==> src/rtl/pattern_loader_if.sv <==
// Byte-stream handshake between a pattern source (master) and pattern_loader (slave).
interface pattern_loader_if;
  logic [7:0] byte_in;
  logic       byte_valid_in;
  logic       byte_ready_out;

  modport master (output byte_in, output byte_valid_in, input byte_ready_out);
  modport slave  (input byte_in, input byte_valid_in, output byte_ready_out);
endinterface

==> src/rtl/pattern_loader.sv <==
// Streams a board pattern from a byte FIFO into the life cell buffer in lock-step with the raster scan.
// Optional feature macro PATTERN_LOADER_CRC_EN adds crc_out, a CRC-8 (poly 0x07) over consumed bytes.
module pattern_loader #(
  parameter int BOARD_DIM    = 32,
  parameter int FIFO_DEPTH   = 16,
  parameter int HCOUNT_WIDTH = 11,
  parameter int VCOUNT_WIDTH = 10
) (
  input  logic                    clk_in,
  input  logic                    rst_n_in,
  input  logic                    start_in,
  input  logic                    abort_in,
  pattern_loader_if.slave         bus,
  input  logic [HCOUNT_WIDTH-1:0] hcount_in,
  input  logic [VCOUNT_WIDTH-1:0] vcount_in,
  input  logic                    hsync_in,
  input  logic                    vsync_in,
  input  logic                    blank_in,
  output logic [HCOUNT_WIDTH-1:0] hcount_out,
  output logic [VCOUNT_WIDTH-1:0] vcount_out,
  output logic                    hsync_out,
  output logic                    vsync_out,
  output logic                    blank_out,
  output logic                    alive_out,
  output logic                    wr_en_out,
  output logic                    busy_out,
  output logic                    done_out,
  output logic                    underrun_out
`ifdef PATTERN_LOADER_CRC_EN
  ,
  output logic [7:0]              crc_out
`endif
);

  localparam int AW = $clog2(FIFO_DEPTH);
  localparam logic [HCOUNT_WIDTH-1:0] H_LAST   = HCOUNT_WIDTH'(BOARD_DIM - 1);
  localparam logic [VCOUNT_WIDTH-1:0] V_LAST   = VCOUNT_WIDTH'(BOARD_DIM - 1);
  localparam logic [AW:0]             FULL_CNT = (AW + 1)'(FIFO_DEPTH);

  typedef enum logic [1:0] {IDLE, ARMED, LOAD} state_t;

  state_t                  state_q;
  logic [7:0]              mem_q [FIFO_DEPTH];
  logic [AW-1:0]           rd_ptr_q, wr_ptr_q;
  logic [AW:0]             count_q, count_d;
  logic                    ready_q;
  logic [2:0]              bit_idx_q;
  logic [HCOUNT_WIDTH-1:0] hcount_q;
  logic [VCOUNT_WIDTH-1:0] vcount_q;
  logic                    hsync_q, vsync_q, blank_q;
  logic                    alive_q, wr_en_q, done_q, underrun_q;

  logic                    at_origin, in_board, last_cell, write_cell;
  logic                    fifo_empty, push, pop;
  logic [7:0]              head_byte;

`ifdef PATTERN_LOADER_CRC_EN
  logic [7:0]              crc_q;

  function automatic logic [7:0] crc8(input logic [7:0] crc, input logic [7:0] data);
    logic [7:0] c;
    c = crc ^ data;
    for (int i = 0; i < 8; i++) c = c[7] ? ({c[6:0], 1'b0} ^ 8'h07) : {c[6:0], 1'b0};
    return c;
  endfunction
`endif

  // ARMED writes the origin pixel itself, so cell 0 is not lost on the transition to LOAD.
  always_comb begin
    at_origin  = (hcount_in == '0) && (vcount_in == '0);
    in_board   = (hcount_in <= H_LAST) && (vcount_in <= V_LAST);
    last_cell  = (hcount_in == H_LAST) && (vcount_in == V_LAST);
    write_cell = !abort_in && in_board &&
                 ((state_q == LOAD) || ((state_q == ARMED) && at_origin));
    fifo_empty = (count_q == '0);
    head_byte  = mem_q[rd_ptr_q];
    pop        = write_cell && !fifo_empty && ((bit_idx_q == 3'd7) || last_cell);
    push       = bus.byte_valid_in && ready_q && !abort_in;
    count_d    = count_q;
    if (abort_in)          count_d = '0;
    else if (push && !pop) count_d = count_q + 1'b1;
    else if (pop && !push) count_d = count_q - 1'b1;
  end

  always_ff @(posedge clk_in) begin
    if (push) mem_q[wr_ptr_q] <= bus.byte_in;
  end

  always_ff @(posedge clk_in or negedge rst_n_in) begin
    if (!rst_n_in) begin
      state_q    <= IDLE;
      rd_ptr_q   <= '0;
      wr_ptr_q   <= '0;
      count_q    <= '0;
      ready_q    <= 1'b0;
      bit_idx_q  <= '0;
      hcount_q   <= '0;
      vcount_q   <= '0;
      hsync_q    <= 1'b0;
      vsync_q    <= 1'b0;
      blank_q    <= 1'b0;
      alive_q    <= 1'b0;
      wr_en_q    <= 1'b0;
      done_q     <= 1'b0;
      underrun_q <= 1'b0;
`ifdef PATTERN_LOADER_CRC_EN
      crc_q      <= '0;
`endif
    end else begin
      hcount_q <= hcount_in;
      vcount_q <= vcount_in;
      hsync_q  <= hsync_in;
      vsync_q  <= vsync_in;
      blank_q  <= blank_in;
      wr_en_q  <= write_cell;
      alive_q  <= write_cell && !fifo_empty && head_byte[bit_idx_q];
      done_q   <= write_cell && last_cell;

      // Ready follows the registered count, so a full FIFO refuses a push even while popping.
      count_q  <= count_d;
      ready_q  <= (count_d != FULL_CNT);
      if (abort_in) begin
        rd_ptr_q <= '0;
        wr_ptr_q <= '0;
      end else begin
        if (push) wr_ptr_q <= wr_ptr_q + 1'b1;
        if (pop)  rd_ptr_q <= rd_ptr_q + 1'b1;
      end

      if (write_cell) begin
        bit_idx_q <= bit_idx_q + 3'd1;
        if (fifo_empty) underrun_q <= 1'b1;
      end
`ifdef PATTERN_LOADER_CRC_EN
      if (pop) crc_q <= crc8(crc_q, head_byte);
`endif

      case (state_q)
        IDLE: begin
          if (start_in && !abort_in) begin
            state_q    <= ARMED;
            underrun_q <= 1'b0;
            bit_idx_q  <= '0;
`ifdef PATTERN_LOADER_CRC_EN
            crc_q      <= '0;
`endif
          end
        end
        ARMED:   if (write_cell) state_q <= last_cell ? IDLE : LOAD;
        LOAD:    if (write_cell && last_cell) state_q <= IDLE;
        default: state_q <= IDLE;
      endcase
      if (abort_in) state_q <= IDLE;
    end
  end

  assign bus.byte_ready_out = ready_q;
  assign hcount_out         = hcount_q;
  assign vcount_out         = vcount_q;
  assign hsync_out          = hsync_q;
  assign vsync_out          = vsync_q;
  assign blank_out          = blank_q;
  assign alive_out          = alive_q;
  assign wr_en_out          = wr_en_q;
  assign busy_out           = (state_q != IDLE);
  assign done_out           = done_q;
  assign underrun_out       = underrun_q;
`ifdef PATTERN_LOADER_CRC_EN
  assign crc_out            = crc_q;
`endif

endmodule
==> src/flat_wrapper.sv <==
// flat-port wrapper written by rule: the top's interface ports become plain ports
module pattern_loader_flat 
#(
  parameter int BOARD_DIM    = 32,
  parameter int FIFO_DEPTH   = 16,
  parameter int HCOUNT_WIDTH = 11,
  parameter int VCOUNT_WIDTH = 10
)
  (clk_in, rst_n_in, start_in, abort_in, hcount_in, vcount_in, hsync_in, vsync_in, blank_in, hcount_out, vcount_out, hsync_out, vsync_out, blank_out, alive_out, wr_en_out, busy_out, done_out, underrun_out, bus_byte_in, bus_byte_valid_in, bus_byte_ready_out);
  pattern_loader_if bus_i ();
  input  logic clk_in;
  input  logic rst_n_in;
  input  logic start_in;
  input  logic abort_in;
  input  logic [HCOUNT_WIDTH-1:0] hcount_in;
  input  logic [VCOUNT_WIDTH-1:0] vcount_in;
  input  logic hsync_in;
  input  logic vsync_in;
  input  logic blank_in;
  output logic [HCOUNT_WIDTH-1:0] hcount_out;
  output logic [VCOUNT_WIDTH-1:0] vcount_out;
  output logic hsync_out;
  output logic vsync_out;
  output logic blank_out;
  output logic alive_out;
  output logic wr_en_out;
  output logic busy_out;
  output logic done_out;
  output logic underrun_out;
  input wire logic [$bits(bus_i.byte_in)-1:0] bus_byte_in;
  input wire logic [$bits(bus_i.byte_valid_in)-1:0] bus_byte_valid_in;
  output wire logic [$bits(bus_i.byte_ready_out)-1:0] bus_byte_ready_out;
  assign bus_i.byte_in = bus_byte_in;
  assign bus_i.byte_valid_in = bus_byte_valid_in;
  assign bus_byte_ready_out = bus_i.byte_ready_out;
  pattern_loader #(.BOARD_DIM(BOARD_DIM), .FIFO_DEPTH(FIFO_DEPTH), .HCOUNT_WIDTH(HCOUNT_WIDTH), .VCOUNT_WIDTH(VCOUNT_WIDTH)) u_core (.clk_in(clk_in), .rst_n_in(rst_n_in), .start_in(start_in), .abort_in(abort_in), .bus(bus_i), .hcount_in(hcount_in), .vcount_in(vcount_in), .hsync_in(hsync_in), .vsync_in(vsync_in), .blank_in(blank_in), .hcount_out(hcount_out), .vcount_out(vcount_out), .hsync_out(hsync_out), .vsync_out(vsync_out), .blank_out(blank_out), .alive_out(alive_out), .wr_en_out(wr_en_out), .busy_out(busy_out), .done_out(done_out), .underrun_out(underrun_out));
endmodule
==> config.mk <==
export PLATFORM = sky130hd
export DESIGN_NAME = pattern_loader_flat
export DESIGN_NICKNAME = d
export VERILOG_FILES = /design/src/rtl/pattern_loader_if.sv /design/src/rtl/pattern_loader.sv /design/src/flat_wrapper.sv
export SDC_FILE = /design/constraint.sdc
export NUM_CORES = 1
export LEC_CHECK = 0
export BUFFER_PORTS_ARGS = -buffer_cell sky130_fd_sc_hd__buf_2
export CAP_MARGIN = 30
export CORE_ASPECT_RATIO = 0.8
export CORE_MARGIN = 5
export CORE_UTILIZATION = 55
export CTS_BUF_LIST = sky130_fd_sc_hd__clkbuf_8
export DETAILED_ROUTE_END_ITERATION = 10
export HOLD_SLACK_MARGIN = 0.15
export PLACE_DENSITY = 0.8
export SLEW_MARGIN = 15
export SYNTH_ARGS = -nofsm -noshare
export SYNTH_HDL_FRONTEND = slang
export SYNTH_SLANG_ARGS = --single-unit
export TNS_END_PERCENT = 5
==> constraint.sdc <==
create_clock -name clk_in -period 2.34 [get_ports clk_in]
set_clock_uncertainty 0.2 [all_clocks]
set_input_delay 0.234 -clock clk_in [delete_from_list [all_inputs] [get_ports clk_in]]
set_output_delay 0.234 -clock clk_in [all_outputs]
set_load 0.01 [all_outputs]
==> results.md <==
- Synthesized cell area: 7111 µm²
- Die Area: around 15000 µm²
- Synth warnings: 0
- Tightest Hold Check Type: primary input to flop
- Post-synthesis sequential element count: between 150 and 200
- Initial Utilization: 0.5565
- Sw power: 1.339 mW
- Via/cell ratio: between 5 and 6
- Number of global-route vias before repair: between 4000 and 5000
- Worst Hold Depth: 6
- DR iter-0 viols: roughly 580
- Max Cap Viol: 0
- DRT antenna net count: 0
- Most used DFF post-synth: edfxtp_1
- DRC violations left: 0
- Routed Wire Length: roughly 17 mm
- Worst-path fanout max: 6
- Failing checks: negative setup slack
- Die Wd: 137.1 µm
- Dominant cells by area after synthesis: edfxtp_1 54%, dfrtp_1 17%, mux4_2 10%
- # fillers: 817
- Clk sink count: about 180
- FMAX: 407.4 MHz
- Post-Syn Instances: 405
- Root buffer selected by CTS: clkbuf_8
- Rows: 37
- Synth async-reset ratio: 0.2686
- DP Worst Slack: -0.07408 ns
- Global route total overflow: 0
- Buffers added on ports: 66
- Post-DP HPWL: approximately 9.9 mm
- Status: finished, violations left
- Layout cells sized above 1: 0.3579
- R2r worst-path depth: 9
- WP data required: ~2.5 ns
- Core box area: 12780 µm²
- Sequential fraction of the synthesis area: 0.7060
- Worst-Margin Slew: approximately 0.85 ns
- Initial antenna violation count: 0
- CTS tree: built
- Crit start category: flop
- Post-synth EDFFs: approximately 130
- Clk_lat worst skew: around 0.46 ns
- Setup violators final: 6
- Cell Pwr Density: 662.2 nW/µm²
- Worst reg2reg path startpoint: u_core.bit_idx_q[0]
- VDD IR max: ~0.00057 V
- Hold path start: hcount_in[5]
- RSZ-0062 raised after global routing: yes
- Period utilisation layout: 1.049
- Mean routed wirelength per cell: about 22 µm
- Routed vias: 4391
- Power Total: around 5.8 mW
- Final setup TNS: -0.2849 ns
- Clock share of power: 0.349
- Clock slew seen by the registers of the worst setup and hold paths: 0.09 ns
- Ports: 67
- Tmin final: 2.455 ns
- Max-slew violations: 0
- Int Power: around 4.5 mW
- Top-count cell post-synth: edfxtp_1
- Commonest cells in the netlist: 128 x edfxtp_1, 47 x dfrtp_1, 33 x mux4_2
- Top cell type's share of synthesized area: 0.5406
- CP Capture Type: flop
- # diodes: 0
- Pleak: ~3.1 nW
- First-pass GRT wire length: around 25 mm
- Total track usage: 0.2181
- Final WS setup: -0.1148 ns
- Max transition margin: 0.4309
- Arrival @ worst endpoint: between 2 and 3 ns
- CP Class: flop to flop
- H-Tree Level Count: 4
- Iteration count of the initial detailed-routing pass: 5
- Layout Nets: 603
- Fin. Hold Viols: 0
- Combinational power share: 0.068
- Area leader, netlist: edfxtp_1
- Largest net degree at the start of global routing: 37
- Hold worst-path end: u_core.rd_ptr_q[1]
- Die height: about 110 µm
- Reg2reg setup slack: -0.11 ns
- Sw frac: 0.2297
- Unique masters post-synth: 53
- Reg-to-Reg End: u_core.bus.byte_ready_out
- Syn nets: around 450
- Mean Syn Cell Area: between 15 and 20 µm²
- Power share of the sequential group: 0.583
- Area delta synth->final: 23.81%
- Final RePlAce weighted congestion: 0.8319
- Inserted Clock Buffers: 17
- WHS: roughly 0.17 ns
- Max clock buf depth: 2
[logic make-up (layout without fill, tap and decap cells)]
family	count (synthesis)	after routing	share of synthesized area
AO/OA/AOI/OAI	31	31	0.03273
XOR/XNOR	10	10	0.01232
adder cells (fa/ha/maj)	9	9	0.01584
buffers and inverters	26	191	0.01636
flip-flops	175	175	0.7060
multiplexers	44	44	0.1200
AND/OR/NAND/NOR	110	110	0.09678
[timing repair]
action                                  4_1_cts  5_1_grt
endpoints found under the setup margin        1        6
pin swaps                                     4       13
gates resized for setup                       7       12
hold endpoints to repair                    206        7
hold buffers                                 34        7
setup buffers                                 5        7
[area by class of cell]
class	instances	area, µm²	area share
clock inverters	15	143.9	0.01634
flip-flops and latches	175	5022	0.5705
repair buffers	153	1121	0.1273
multi-input cells	204	2041	0.2318
clock buffers	17	234.0	0.02658
well taps	175	219.0	0.02487
inverters	6	22.52	0.002558
[critical path: stages, from the launching register on]
cell	delay [ns]
dfrtp_1	0.40
ha_2	0.20
ha_4	0.16
inv_2	0.05
o31a_1	0.20
buf_4	0.15
nor4_4	0.06
or4_4	0.43
a221oi_2	0.31
o2111ai_1	0.16
[metrics by stage]
stage / util / area [µm²] / cells
floorplan: - / 7111 / 405
global placement: 0.6142 / 7848 / 660
detailed placement: 0.6142 / 7848 / 660
CTS: 0.6750 / 8625 / 731
global route: 0.6890 / 8803 / 745
finish: 0.6890 / 8803 / 745
[power by group through the flow]
stage / Clock, mW / Sequential [mW] / Combinational, mW
finish: 2.03 / 3.40 / 0.397
global route: 2.20 / 3.40 / 0.426
CTS: 2.03 / 3.40 / 0.358
floorplan: 0 / 3.48 / 0.118
detailed placement: 0 / 3.47 / 0.302
global placement: 0 / 3.46 / 0.287
[worst max-delay path by stage]
stage	start	end	slack, ns	depth (start not counted)
detailed placement	hcount_in[8]	u_core.bus.byte_ready_out	-0.07	8
floorplan	u_core.bit_idx_q[0]	u_core.bus.byte_ready_out	0.04	8
global placement	vcount_in[2]	u_core.bus.byte_ready_out	0.01	7
global route	vcount_in[6]	u_core.bus.byte_ready_out	-0.18	9
finish	u_core.bit_idx_q[0]	u_core.bus.byte_ready_out	-0.11	9
CTS	hcount_in[3]	u_core.bus.byte_ready_out	0.01	10
[cells in the final DEF, fill, tap and decap left out, types with 6 or more instances in the layout]
cell           synthesis  layout
and2_1                15      15
clkbuf_8               0      17
edfxtp_1             128     128
ha_1                   9       6
nand2_1               21      21
nor3_1                 7       6
nor2_1                22      22
mux4_2                33      33
buf_2                  2      66
clkinv_2               0       6
dfrtp_1               47      45
buf_4                  4      42
xnor2_1                7       6
dlygate4sd3_1          0      40
mux2i_1               11      11
nand4_1                7       7
[per-layer routing]
layer  vias to the layer above  part of all wire  global-route usage
met5                         -                 0                   0
met4                         0             0.019             0.05253
met3                        32             0.082             0.06594
met2                       226              0.49              0.3273
met1                      2238              0.41              0.3182
li1                       1895                 -                   -
[sequential cells by signal, indices dropped and copies added (netlist names)]
register / cells
u_core.mem_q: 128
u_core.hcount_out: 11
u_core.vcount_out: 10
u_core.count_q: 5
u_core.rd_ptr_q: 4
u_core.wr_ptr_q: 4
u_core.bit_idx_q: 3
u_core.state_q: 2
u_core.alive_out: 1
u_core.blank_out: 1
u_core.bus.byte_ready_out: 1
u_core.done_out: 1
u_core.hsync_out: 1
u_core.underrun_out: 1
u_core.vsync_out: 1
u_core.wr_en_out: 1
Power figures use the tool's default switching activity.
